### src/rtl/bp_table_ctrl.sv
// Access controller for a 256-entry 2-bit saturating-counter branch-prediction table.
// Arbitrates one single-port RAM between fetch lookups, buffered commit updates and the init walk.
module bp_table_ctrl #(
  parameter int         QDEPTH    = 4,
  parameter int         STARVE_TH = 3,
  parameter logic [1:0] INIT_VAL  = 2'b01
) (
  input  logic       clk,
  input  logic       rst,
  input  logic       rdy,
  input  logic       in_clear,
  input  logic       in_fetcher_valid,
  input  logic [7:0] in_fetcher_tag,
  output logic       out_fetcher_ready,
  output logic       out_fetcher_res_valid,
  output logic       out_fetcher_jump_res,
  input  logic       in_rob_bp_res,
  input  logic [7:0] in_rob_tag,
  input  logic       in_rob_jump_res,
  output logic       out_rob_full,
  output logic       out_overflow,
  output logic       out_init_done,
  output logic       out_tbl_en,
  output logic       out_tbl_we,
  output logic [7:0] out_tbl_addr,
  output logic [1:0] out_tbl_wdata,
  input  logic [1:0] in_tbl_rdata
);

  localparam int PW = (QDEPTH > 1) ? $clog2(QDEPTH) : 1;
  localparam int CW = $clog2(QDEPTH + 1);

  typedef enum logic [1:0] {
    S_INIT   = 2'd0,
    S_RUN    = 2'd1,
    S_UPD_WR = 2'd2
  } state_e;

  state_e          state_q;
  logic [7:0]      init_addr_q;
  logic [8:0]      fifo_q [QDEPTH];
  logic [PW-1:0]   head_q;
  logic [PW-1:0]   tail_q;
  logic [CW-1:0]   count_q;
  logic [CW-1:0]   count_d;
  logic            full_q;
  logic            overflow_q;
  logic            init_done_q;
  logic            res_valid_q;
  logic [7:0]      upd_tag_q;
  logic            upd_jmp_q;

  logic            go_s;
  logic            fifo_full_s;
  logic            upd_fire_s;
  logic            fetch_rdy_s;
  logic            accept_s;
  logic            push_s;
  logic            tbl_en_s;
  logic            tbl_we_s;
  logic [7:0]      tbl_addr_s;
  logic [1:0]      tbl_wdata_s;

  function automatic logic [1:0] sat_next(input logic [1:0] cnt, input logic taken);
    logic [1:0] r;
    if (taken) begin
      r = (cnt == 2'b11) ? 2'b11 : cnt + 2'b01;
    end else begin
      r = (cnt == 2'b00) ? 2'b00 : cnt - 2'b01;
    end
    return r;
  endfunction

  // rst is folded in so no strobe leaks out while reset is held in INIT
  assign go_s        = rst & rdy & ~in_clear;
  assign fifo_full_s = (count_q == CW'(QDEPTH));
  assign upd_fire_s  = go_s && (state_q == S_RUN) && (count_q != '0) &&
                       ((count_q >= CW'(STARVE_TH)) || !in_fetcher_valid);
  assign fetch_rdy_s = go_s && (state_q == S_RUN) && !upd_fire_s;
  assign accept_s    = fetch_rdy_s && in_fetcher_valid;
  assign push_s      = go_s && in_rob_bp_res && !fifo_full_s;

  // Next FIFO occupancy
  always_comb begin
    count_d = count_q;
    if (push_s && !upd_fire_s) begin
      count_d = count_q + CW'(1);
    end else if (upd_fire_s && !push_s) begin
      count_d = count_q - CW'(1);
    end else begin
      count_d = count_q;
    end
  end

  // Table port strobes for the current cycle
  always_comb begin
    tbl_en_s    = 1'b0;
    tbl_we_s    = 1'b0;
    tbl_addr_s  = 8'h00;
    tbl_wdata_s = 2'b00;
    case (state_q)
      S_INIT: begin
        if (go_s) begin
          tbl_en_s    = 1'b1;
          tbl_we_s    = 1'b1;
          tbl_addr_s  = init_addr_q;
          tbl_wdata_s = INIT_VAL;
        end else begin
          tbl_en_s    = 1'b0;
        end
      end
      S_RUN: begin
        if (upd_fire_s) begin
          tbl_en_s   = 1'b1;
          tbl_addr_s = fifo_q[head_q][8:1];
        end else if (accept_s) begin
          tbl_en_s   = 1'b1;
          tbl_addr_s = in_fetcher_tag;
        end else begin
          tbl_en_s   = 1'b0;
        end
      end
      S_UPD_WR: begin
        if (go_s) begin
          tbl_en_s    = 1'b1;
          tbl_we_s    = 1'b1;
          tbl_addr_s  = upd_tag_q;
          tbl_wdata_s = sat_next(in_tbl_rdata, upd_jmp_q);
        end else begin
          tbl_en_s    = 1'b0;
        end
      end
      default: begin
        tbl_en_s = 1'b0;
      end
    endcase
  end

  // Controller state, FIFO and status flags
  always_ff @(posedge clk or negedge rst) begin
    if (!rst) begin
      state_q     <= S_INIT;
      init_addr_q <= 8'h00;
      head_q      <= '0;
      tail_q      <= '0;
      count_q     <= '0;
      full_q      <= 1'b0;
      overflow_q  <= 1'b0;
      init_done_q <= 1'b0;
      res_valid_q <= 1'b0;
      upd_tag_q   <= 8'h00;
      upd_jmp_q   <= 1'b0;
      for (int i = 0; i < QDEPTH; i++) begin
        fifo_q[i] <= 9'h000;
      end
    end else if (!rdy) begin
      res_valid_q <= 1'b0;
    end else if (in_clear) begin
      state_q     <= S_INIT;
      init_addr_q <= 8'h00;
      head_q      <= '0;
      tail_q      <= '0;
      count_q     <= '0;
      full_q      <= 1'b0;
      overflow_q  <= 1'b0;
      init_done_q <= 1'b0;
      res_valid_q <= 1'b0;
    end else begin
      res_valid_q <= accept_s;
      count_q     <= count_d;
      full_q      <= (count_d == CW'(QDEPTH));
      if (push_s) begin
        fifo_q[tail_q] <= {in_rob_tag, in_rob_jump_res};
        tail_q         <= tail_q + PW'(1);
      end
      if (in_rob_bp_res && fifo_full_s) begin
        overflow_q <= 1'b1;
      end
      case (state_q)
        S_INIT: begin
          init_addr_q <= init_addr_q + 8'd1;
          if (init_addr_q == 8'hFF) begin
            state_q     <= S_RUN;
            init_done_q <= 1'b1;
          end
        end
        S_RUN: begin
          if (upd_fire_s) begin
            head_q    <= head_q + PW'(1);
            upd_tag_q <= fifo_q[head_q][8:1];
            upd_jmp_q <= fifo_q[head_q][0];
            state_q   <= S_UPD_WR;
          end
        end
        S_UPD_WR: begin
          state_q <= S_RUN;
        end
        default: begin
          state_q <= S_INIT;
        end
      endcase
    end
  end

  assign out_fetcher_ready     = fetch_rdy_s;
  assign out_fetcher_res_valid = res_valid_q & rdy & ~in_clear;
  assign out_fetcher_jump_res  = out_fetcher_res_valid & in_tbl_rdata[1];
  assign out_rob_full          = full_q;
  assign out_overflow          = overflow_q;
  assign out_init_done         = init_done_q;
  assign out_tbl_en            = tbl_en_s;
  assign out_tbl_we            = tbl_we_s;
  assign out_tbl_addr          = tbl_addr_s;
  assign out_tbl_wdata         = tbl_wdata_s;

endmodule

### config.mk
export PLATFORM = sky130hd
export DESIGN_NAME = bp_table_ctrl
export DESIGN_NICKNAME = d
export VERILOG_FILES = /design/src/rtl/bp_table_ctrl.sv
export SDC_FILE = /design/constraint.sdc
export NUM_CORES = 1
export LEC_CHECK = 0
export ABC_CLOCK_PERIOD_IN_PS = 2600
export CORE_AREA = 10 10 109 111
export CTS_BUF_LIST = sky130_fd_sc_hd__clkbuf_16
export DETAILED_ROUTE_END_ITERATION = 16
export DIE_AREA = 0 0 119 121
export GPL_TIMING_DRIVEN = 0
export PLACE_DENSITY = 0.62
export SLEW_MARGIN = 0
export SYNTH_ARGS = -nofsm -noshare
export SYNTH_HDL_FRONTEND = slang
export SYNTH_SLANG_ARGS = --single-unit
### constraint.sdc
create_clock -name clk -period 2.6 [get_ports clk]
set_input_delay 0.52 -clock clk [delete_from_list [all_inputs] [get_ports clk]]
set_output_delay 0.52 -clock clk [all_outputs]
set_load 0.05 [all_outputs]
# ---- Word-level counts from Yosys, hierarchy flattened
# Index checks and enable logic that the tools add are counted.
dict set report totals {
  inputBits 25
  register_bits 66
  output_inout_bits 18
}
dict set report classes {
  n_eq_ne 8
  magnitude_cmp 4
  muxes 44
  n_reduce_logical 34
  n_addsub 7
  n_bitwise 8
}
# operator n
set ops {}
lappend ops {{2-to-1 mux 8 bit} 6}
lappend ops {{bitwise mux 36 bit} 1}
lappend ops {{2-to-1 mux 9 bit} 3}
lappend ops {{2-to-1 mux 2 bit} 12}
lappend ops {{one-hot mux 8 bit (3 select lines)} 1}
lappend ops {{binary-select mux 9 bit (select 2 bit)} 1}
lappend ops {{demux 9 bit (select 2 bit)} 1}
lappend ops {{2-to-1 mux 1 bit} 13}
lappend ops {{AND reduction 3 bit} 4}
lappend ops {{nonzero test 2 bit} 6}
lappend ops {{logical AND 1 bit} 11}
lappend ops {{2-to-1 mux 3 bit} 3}
lappend ops {{adder 8 x 1 -> 8 bit (second input constant)} 1}
lappend ops {{== test 8 bit (second input constant)} 1}
lappend ops {{adder 2 x 1 -> 2 bit (second input constant)} 3}
lappend ops {{== test 3 bit (second input constant)} 2}
lappend ops {{greater-or-equal comparator 3 bit (second input constant)} 2}
lappend ops {{!= test 3 bit (second input constant)} 2}
lappend ops {{NOT 2 -> 3 bit} 2}
lappend ops {{one-hot mux 2 bit (3 select lines)} 1}
lappend ops {{AND reduction 2 bit} 3}
lappend ops {{AND 1 bit} 5}
lappend ops {{== test 2 bit (second input constant)} 2}
lappend ops {{zero test 1 bit} 4}
lappend ops {{14 further kinds} 15}

# ---- Logic depth before layout (Yosys ltp)
# Gate-level depths: netlist of run 1.
dict set report logic_depth {
  ltp_word 11
  depth_mapped 10
  mapped_depth_nobuf 8
}

# ---- Worst setup path before layout of run 1
# No wires, ideal clock.
dict set report synth_path {
  kind {register to output}
  start {register count_q[0]}
  end {output port out_tbl_addr[0]}
  t_required_ns 2.080
  arrival_time_ns 2.888
  path_stages_with_launch 10
  slack_ns -0.808
  path_buffers 1
  cell_sequence {dfrtp_1 > ha_1 > ha_1 > inv_1 > a31oi_4 > nor3_1 > and2_1 > buf_2 > nand2_1 > nand3_1}
}
dict set report synth_between {
  elab_chain_cells 9
}
# element line
set synth_rtl {}
lappend synth_rtl {{from (decl)} 44} ;# logic [CW-1:0] count_q;
lappend synth_rtl {{from (signal assigned)} 170} ;# count_q <= count_d;
lappend synth_rtl {{greater-or-equal comparator 3 x 2 -> 1 bit or nonzero test 3 bit (tied branches)} {78, 77}}
lappend synth_rtl {{logical OR 1 bit or logical AND 1 bit (tied branches)} {78, 77}}
lappend synth_rtl {{logical AND 1 bit *} 77} ;# assign upd_fire_s = go_s && (state_q == S_RUN) && (count_q != '0) &&
lappend synth_rtl {{zero test 1 bit *} 79} ;# assign fetch_rdy_s = go_s && (state_q == S_RUN) && !upd_fire_s;
lappend synth_rtl {{logical AND 1 bit *} 79}
lappend synth_rtl {{via out_fetcher_ready} 14} ;# output logic out_fetcher_ready,
lappend synth_rtl {{logical AND 1 bit *} 80} ;# assign accept_s = fetch_rdy_s && in_fetcher_valid;
lappend synth_rtl {{2-to-1 mux 8 bit *} 116} ;# end else if (accept_s) begin
lappend synth_rtl {{2-to-1 mux 8 bit *} 113} ;# if (upd_fire_s) begin
lappend synth_rtl {{one-hot mux 8 bit (3 select lines) *} 101} ;# case (state_q)
lappend synth_rtl {{to (decl)} 25} ;# output logic [7:0] out_tbl_addr,
# The timed path passes the listed nets; every way through them passes the cells marked *.

# ---- Final worst setup path of run 1
dict set report layout_path {
  start {register count_q[0]}
  end {output port out_tbl_addr[1]}
}
dict set report layout_between {
  elab_chain_cells 9
}
# element line
set layout_rtl {}
lappend layout_rtl {{greater-or-equal comparator 3 x 2 -> 1 bit or nonzero test 3 bit (tied branches)} {78, 77}}
lappend layout_rtl {{logical OR 1 bit or logical AND 1 bit (tied branches)} {78, 77}}
lappend layout_rtl {{logical AND 1 bit *} 77}
lappend layout_rtl {{zero test 1 bit} 79}
lappend layout_rtl {{logical AND 1 bit} 79}
lappend layout_rtl {{logical AND 1 bit} 80}
lappend layout_rtl {{2-to-1 mux 8 bit} 116}
lappend layout_rtl {{2-to-1 mux 8 bit *} 113}
lappend layout_rtl {{one-hot mux 8 bit (3 select lines) *} 101}
# Mark *: on every way between the ends. The rest lies on a longest branch, timed or not.

==> metrics, run 1 <==
MaxCap Viol Count=0; Num CTS Buffers=9; Slew headroom=60.72%; Final Skew=0.007184 ns; FFs w/ async S/R, synth=100.0%; core area=0.009639 sq mm; Fillers=902; Fin. Hold Viols=0; area of the die=0.01440 sq mm; largest net degree at the start of global routing=71; Worst Max-Slew Pin Slew=0.5892 ns; EDFF count, synth=0; initial DRC count=107; hold_buf cts=0; CTS clock-pin slew for the worst setup and hold paths=0.06 ns; Initial DRT Pass Iterations=4; CTS tree=yes; Yosys reg bits=66; Initial Util=34.57%; multi-input logic area=0.001828 sq mm; CP Buf/Inv Count=3; gpl congestion=0.8672; crit path kind=reg2out; part of the cycle the worst path needs=99.85%; register area=0.001654 sq mm; vias in the first global route=2628; Slowest-stage cell, CP=dfrtp_2; area share of the largest cell type after synthesis=49.57%; Chip Height=121 um; critical path arrival=2.08 ns; Die X=119 um; Hold Crit Class=in2async; crit path launch type=flip-flop; Port Buffer Count=42; drt via density=4.970; Syn Area/Cell=11.26 sq um; ant diodes=0; Clock Tree Root=clkbuf_16; Max stage delay on crit path=0.45 ns; crit-path cells=ha_4, ha_4, inv_2, a31oi_4, nor3_4, and2_4, buf_12, nand2_4, nand3_4, buf_8; setup TNS=0 ns; mean routed wirelength per cell=16.29 um; I/O Pins=43; placement row count=36; Tot GR Track Use=11.32%; Synthesized Nets=330; CTS max path bufs=2; top cell type by total area after synthesis=dfrtp_1; worst-case vdd ir drop=0.4585 mV; final-report max-slew violation count=0; global route total overflow=0; critical path's top delay family=simple AND/OR/NAND/NOR gates; DP Worst Slack=-1.380 ns; final setup vio count=0; Synth-to-Final Area Change=39.39%; most used cell, CP=ha_4; DRC viols=0; placed wire-length estimate=5460 um; CP Capture Type=output pin; drt total wl=8046 um; layout net count=390; Synth Instances=296; outcome=completed; Via Count=2455; CP max FO=5; primary flip-flop cell chosen by synthesis mapping=dfrtp_1; sequential fraction of the synthesis area=49.57%; clock sinks=66; area post-placement=0.004025 sq mm; Post-DRT Antenna Nets=0; FF-to-FF Start=count_q[0]$_DFFE_PN0P_; Pleak=2.168 nW; reg-to-reg endpoint=state_q[1]$_DFFE_PN0P_; Skew-Pair Late Insertion Delay=0.33 ns; fmax=385.2 MHz; Post-Layout Inst Area=0.004644 sq mm; first-pass GRT wire length=13210 um; Synth area leaders=dfrtp_1 (50%), mux2_2 (13%), mux4_2 (6.1%); initial antenna violation count=0; final setup margin=0.003930 ns; share of cells above drive strength 1=37.40%; H-tree Lvls=3; Critical Path RT=2.08 ns; R2R Setup Slk=0.53 ns; Power per Cell Area=722.2 mW/mm^2; synth warn=0; hold slack=0.02376 ns; RSZ-0062 raised after global routing=yes; minimum clock period=2.596 ns; r2r worst-path depth=7; Cell Area, Synth=0.003332 sq mm; library cells used by synthesis=44
what timing repair did:
item                                    4_1_cts  5_1_grt
setup buffers                                 6        0
pin swaps                                    11        5
endpoints found under the setup margin       15       11
resized for setup                           128        4
cloned                                        1        1
cell usage in the layout (no fill, tap or decap), types with 7 or more instances in the layout:
cell type and n:
a22oi_1 8, buf_4 7, buf_8 9, clkbuf_16 10, clkdlybuf4s50_1 26, dfrtp_1 64, inv_1 10, mux2_2 37
mux4_2 9, nand2_1 35, nand2_2 14, nand3_4 8, nor2_1 15, o21ai_0 10
report_power, final:
group | leakage (nW) | switching [W] | internal (W)
registers | 0.880 | 0.000130 | 0.00122
logic | 1.13 | 0.000328 | 0.000352
clock network | 0.158 | 0.000475 | 0.000848
total | 2.17 | 0.000933 | 0.00242
Yosys cell counts, types with 3 or more instances:
master / instances
nand4_1: 4
o21ai_0: 11
mux4_2: 9
inv_1: 12
nor2_1: 17
mux2_2: 37
nand2_2: 6
ha_1: 9
xor2_1: 4
a22oi_1: 8
clkbuf_1: 4
buf_2: 5
nand3_1: 13
dfrtp_1: 66
nor3_1: 3
and2_1: 5
nand2_1: 49
mux2i_1: 3
flip-flops by register name (all words and copies together) (netlist names):
signal and count:
count_q 3, fifo_q 36, head_q 2, init_addr_q 8
out_init_done 1, out_overflow 1, out_rob_full 1, res_valid_q 1
state_q 2, tail_q 2, upd_jmp_q 1, upd_tag_q 8
final cells by class:
class                      instances  area share, %
multi-input combinational        207          39.36
sequential                        66          35.61
timing repair buffer              50          11.80
clock buffer                       9          4.849
tap                              133          3.583
clock inverter                     7          2.128
buffer                            10          1.697
inverter                          12         0.9698
worst reg2reg max path, cell delays in order, from the launching register on:
cell and delay, ns:
dfrtp_2 0.45, ha_4 0.18, ha_4 0.15, inv_2 0.06
a31oi_4 0.10, o21bai_1 0.43, clkbuf_1 0.41, o21ai_0 0.15
stage by stage:
stage | util [%] | instances | power [W]
after detailed placement | 41.76 | 471 | 0.001964
final | 48.18 | 494 | 0.003354
after global routing | 48.18 | 494 | 0.003513
after floorplan | - | 296 | 0.001765
after global placement | 41.78 | 471 | 0.001942
after CTS | 47.87 | 493 | 0.003355
routing by layer:
metal	wire [um]	track usage, %
met1	3583	13.74
met2	4104	19.43
met3	300	2.606
met4	58	3.664
met5	0	0
logic make-up after synthesis:
kind of cell / after synthesis / synth area share, %
buf+inv: 23 / 2.891
xor+xnor: 6 / 1.577
fa+ha+maj: 10 / 3.680
flops: 66 / 49.57
mux: 49 / 19.49
simple gates: 103 / 13.89
compound gates: 39 / 8.900
worst max path at each step:
stage,start,end,slack (ns),cells past startpoint
2_1_floorplan,count_q[0]$_DFFE_PN0P_,out_tbl_addr[0],-0.04,9
3_3_place_gp,rst,out_tbl_addr[7],-4.02,6
3_5_place_dp,rst,out_tbl_addr[7],-1.38,6
4_1_cts,count_q[1]$_DFFE_PN0P_,out_tbl_addr[1],-0.02,10
5_1_grt,count_q[1]$_DFFE_PN0P_,out_tbl_addr[1],-0.09,10
6_report,count_q[0]$_DFFE_PN0P_,out_tbl_addr[1],0.004,10
(Power assumes the default switching activity.)
==> run 2, diff against run 1 <==
- CORE_AREA: 10 10 109 111 -> 10 10 124 98
- DIE_AREA: 0 0 119 121 -> 0 0 134 108
- TNS_END_PERCENT: unset -> 50
==> run 2 against run 1 <==
Worst hold slack improved by 0.041 ns. Sequential share of layout area rose by 0.29 points. Critical path type unchanged. Non-clock buffer count did not move. Cell count rose by 0.61%. Via count rose by 1.0%. Cell area fell by 0.89%. Fmax rose by 1.8%. Global-route usage rose by 1.0 points. Largest cell class unchanged. Clock power fell by 12%. Sequential power barely moved.
==> metrics, run 2 (synthesized netlist as in run 1, its figures left out) <==
layout net count=390 (unchanged); CP Capture Type=output pin (unchanged); CTS clock-pin slew for the worst setup and hold paths=0.06 ns (about the same); H-tree Lvls=3 (unchanged); Reg with most FFs=fifo_q (unchanged); placement row count=32 (was 36); fmax=392.0 MHz (was 385.2 MHz); vias in the first global route=2671 (was 2628); Power per Cell Area=698.8 mW/mm^2 (was 722.2 mW/mm^2); Fillers=948 (was 902); core area=0.009889 sq mm (was 0.009639 sq mm); Clock Tree Root=clkbuf_16 (unchanged); max reg flops=36 (unchanged); hold slack=0.06463 ns (was 0.02376 ns); most frequent cells in the layout=dfrtp_1 (65), mux2_2 (37), nand2_1 (33) (was dfrtp_1 (64), mux2_2 (37), nand2_1 (35)); Pwr Total=0.003217 W (was 0.003354 W); clock sinks=66 (unchanged); I/O Pins=43 (unchanged); RSZ-0062 raised after global routing=yes (unchanged); Port Buffer Count=42 (unchanged); Slew headroom=62.17% (was 60.72%); Post-DRT Antenna Nets=0 (unchanged); Critical Path RT=2.08 ns (about the same); drt total wl=8330 um (was 8046 um); DRT met1 WL=3808 um (was 3583 um); outcome=completed (unchanged); part of the cycle the worst path needs=98.13% (was 99.85%); placed wire-length estimate=5536 um (was 5460 um); Skew-Pair Late Insertion Delay=0.33 ns (about the same); mean routed wirelength per cell=16.76 um (was 16.29 um); critical path arrival=2.03 ns (was 2.08 ns); CTS tree=yes (unchanged); MaxCap Viol Count=0 (unchanged); largest registers=fifo_q (36), init_addr_q (8), upd_tag_q (8) (unchanged); Chip Height=108 um (was 121 um); Tot GR Track Use=12.33% (was 11.32%); final setup vio count=0 (unchanged); crit path launch type=flip-flop (unchanged); minimum clock period=2.551 ns (was 2.596 ns); uppermost layer routed=met4 (unchanged); DRC viols=0 (unchanged); initial antenna violation count=0 (unchanged); Worst Max-Slew Pin Slew=0.5674 ns (was 0.5892 ns); share of cells above drive strength 1=37.12% (was 37.40%); Synth-to-Final Area Change=38.15% (was 39.39%); crit path kind=reg2out (unchanged); ant diodes=0 (unchanged); Num CTS Buffers=9 (unchanged); CTS max path bufs=2 (unchanged); leading cell type in the layout, fill and taps excluded=dfrtp_1 (unchanged); Initial DRT Pass Iterations=7 (was 4); drt via density=4.990 (was 4.970); initial DRC count=251 (was 107); Hold Crit Class=in2async (unchanged); final-report max-slew violation count=0 (unchanged); Pleak=2.155 nW (was 2.168 nW); Via Count=2480 (was 2455); Initial Util=33.69% (was 34.57%); met2 WL post-DR=4063 um (was 4104 um); Final Skew=0.006768 ns (was 0.007184 ns); Die X=134 um (was 119 um); worst-case vdd ir drop=0.4867 mV (was 0.4585 mV); gpl congestion=0.8253 (was 0.8672); first-pass GRT wire length=13990 um (was 13210 um); Fin. Hold Viols=0 (unchanged); final core utilization=46.55% (was 48.18%); met3 wire length=366 um (was 300 um); CP max FO=5 (unchanged); largest net degree at the start of global routing=71 (unchanged); area of the die=0.01447 sq mm (was 0.01440 sq mm); global route total overflow=0 (unchanged); hold_buf cts=0 (unchanged)
[run 2: cell count changes in the layout (fill, tap and decap cells not counted), moves of 3 or more]
cell,previous run,this run
nand2_2,14,18
buf_4,7,10
clkinv_2,0,3
inv_6,3,0
dlygate4sd2_1,3,7
[run 2: critical path: stages (launching register included)]
cell and delay, ns:
dfrtp_1 0.42, ha_2 0.21, ha_4 0.15, inv_2 0.05
a31oi_4 0.10, nor3_4 0.14, and2_4 0.20, buf_12 0.14
nand2_4 0.07, nand3_4 0.07, buf_8 0.15
[run 2: final timing paths]
check                                    startpoint                        to  slack, ns  cells past startpoint
max                          count_q[1]$_DFFE_PN0P_           out_tbl_addr[5]       0.05                     10
min                                             rst    fifo_q[34]$_DFFE_PN0P_       0.06                      1
max reg2reg                  count_q[1]$_DFFE_PN0P_    state_q[1]$_DFFE_PN0P_       0.44                      7
min reg2reg                upd_tag_q[5]$_DFFE_PN0P_  upd_tag_q[5]$_DFFE_PN0P_       0.48                      2
max in group asynchronous                       rst    count_q[0]$_DFFE_PN0P_       2.21                      1
min in group clk           upd_tag_q[5]$_DFFE_PN0P_  upd_tag_q[5]$_DFFE_PN0P_       0.48                      2
[run 2: final cells by class]
cell class | count | area, sq um | share of cell area (%)
inverters | 12 | 45.04 | 0.9785
plain buffers | 9 | 76.32 | 1.658
repair buffers | 51 | 541.8 | 11.77
flip-flops and latches | 66 | 1653 | 35.91
clock buffers | 9 | 225.2 | 4.893
clock inverters | 7 | 61.31 | 1.332
multi-input cells | 207 | 1831 | 39.77
well taps | 136 | 170.2 | 3.697
[run 2: what timing repair did]
item	4_1_cts	5_1_grt
pin swaps	10	7
setup buffers	6	1
gates resized for setup	113	23
cloned	2	0
setup endpoints to repair	15	10
[run 2: layer usage]
metal	global-route usage (%)	up-vias
met1	15.60	1246
met2	19.99	54
li1	-	1171
met3	3.846	9
met5	0	-
met4	3.643	0
[run 2: per-stage QoR]
step	setup WS [ns]	instances	TNS, ns	cell area (sq um)
3_5_place_dp	-1.410	474	-16.64	4006
4_1_cts	-0.07364	497	-0.2192	4491
5_1_grt	-0.01405	497	-0.03395	4603
6_report	0.04867	497	0	4603
3_3_place_gp	-3.917	474	-249.81	4009
2_1_floorplan	-0.05008	296	-0.2161	3418
[run 2: power by group]
part | leakage [nW] | switching (W) | internal [W]
Combinational | 1.13 | 0.000341 | 0.000363
Sequential | 0.881 | 0.000129 | 0.00122
Clock | 0.148 | 0.000433 | 0.000730
Total | 2.15 | 0.000903 | 0.00231
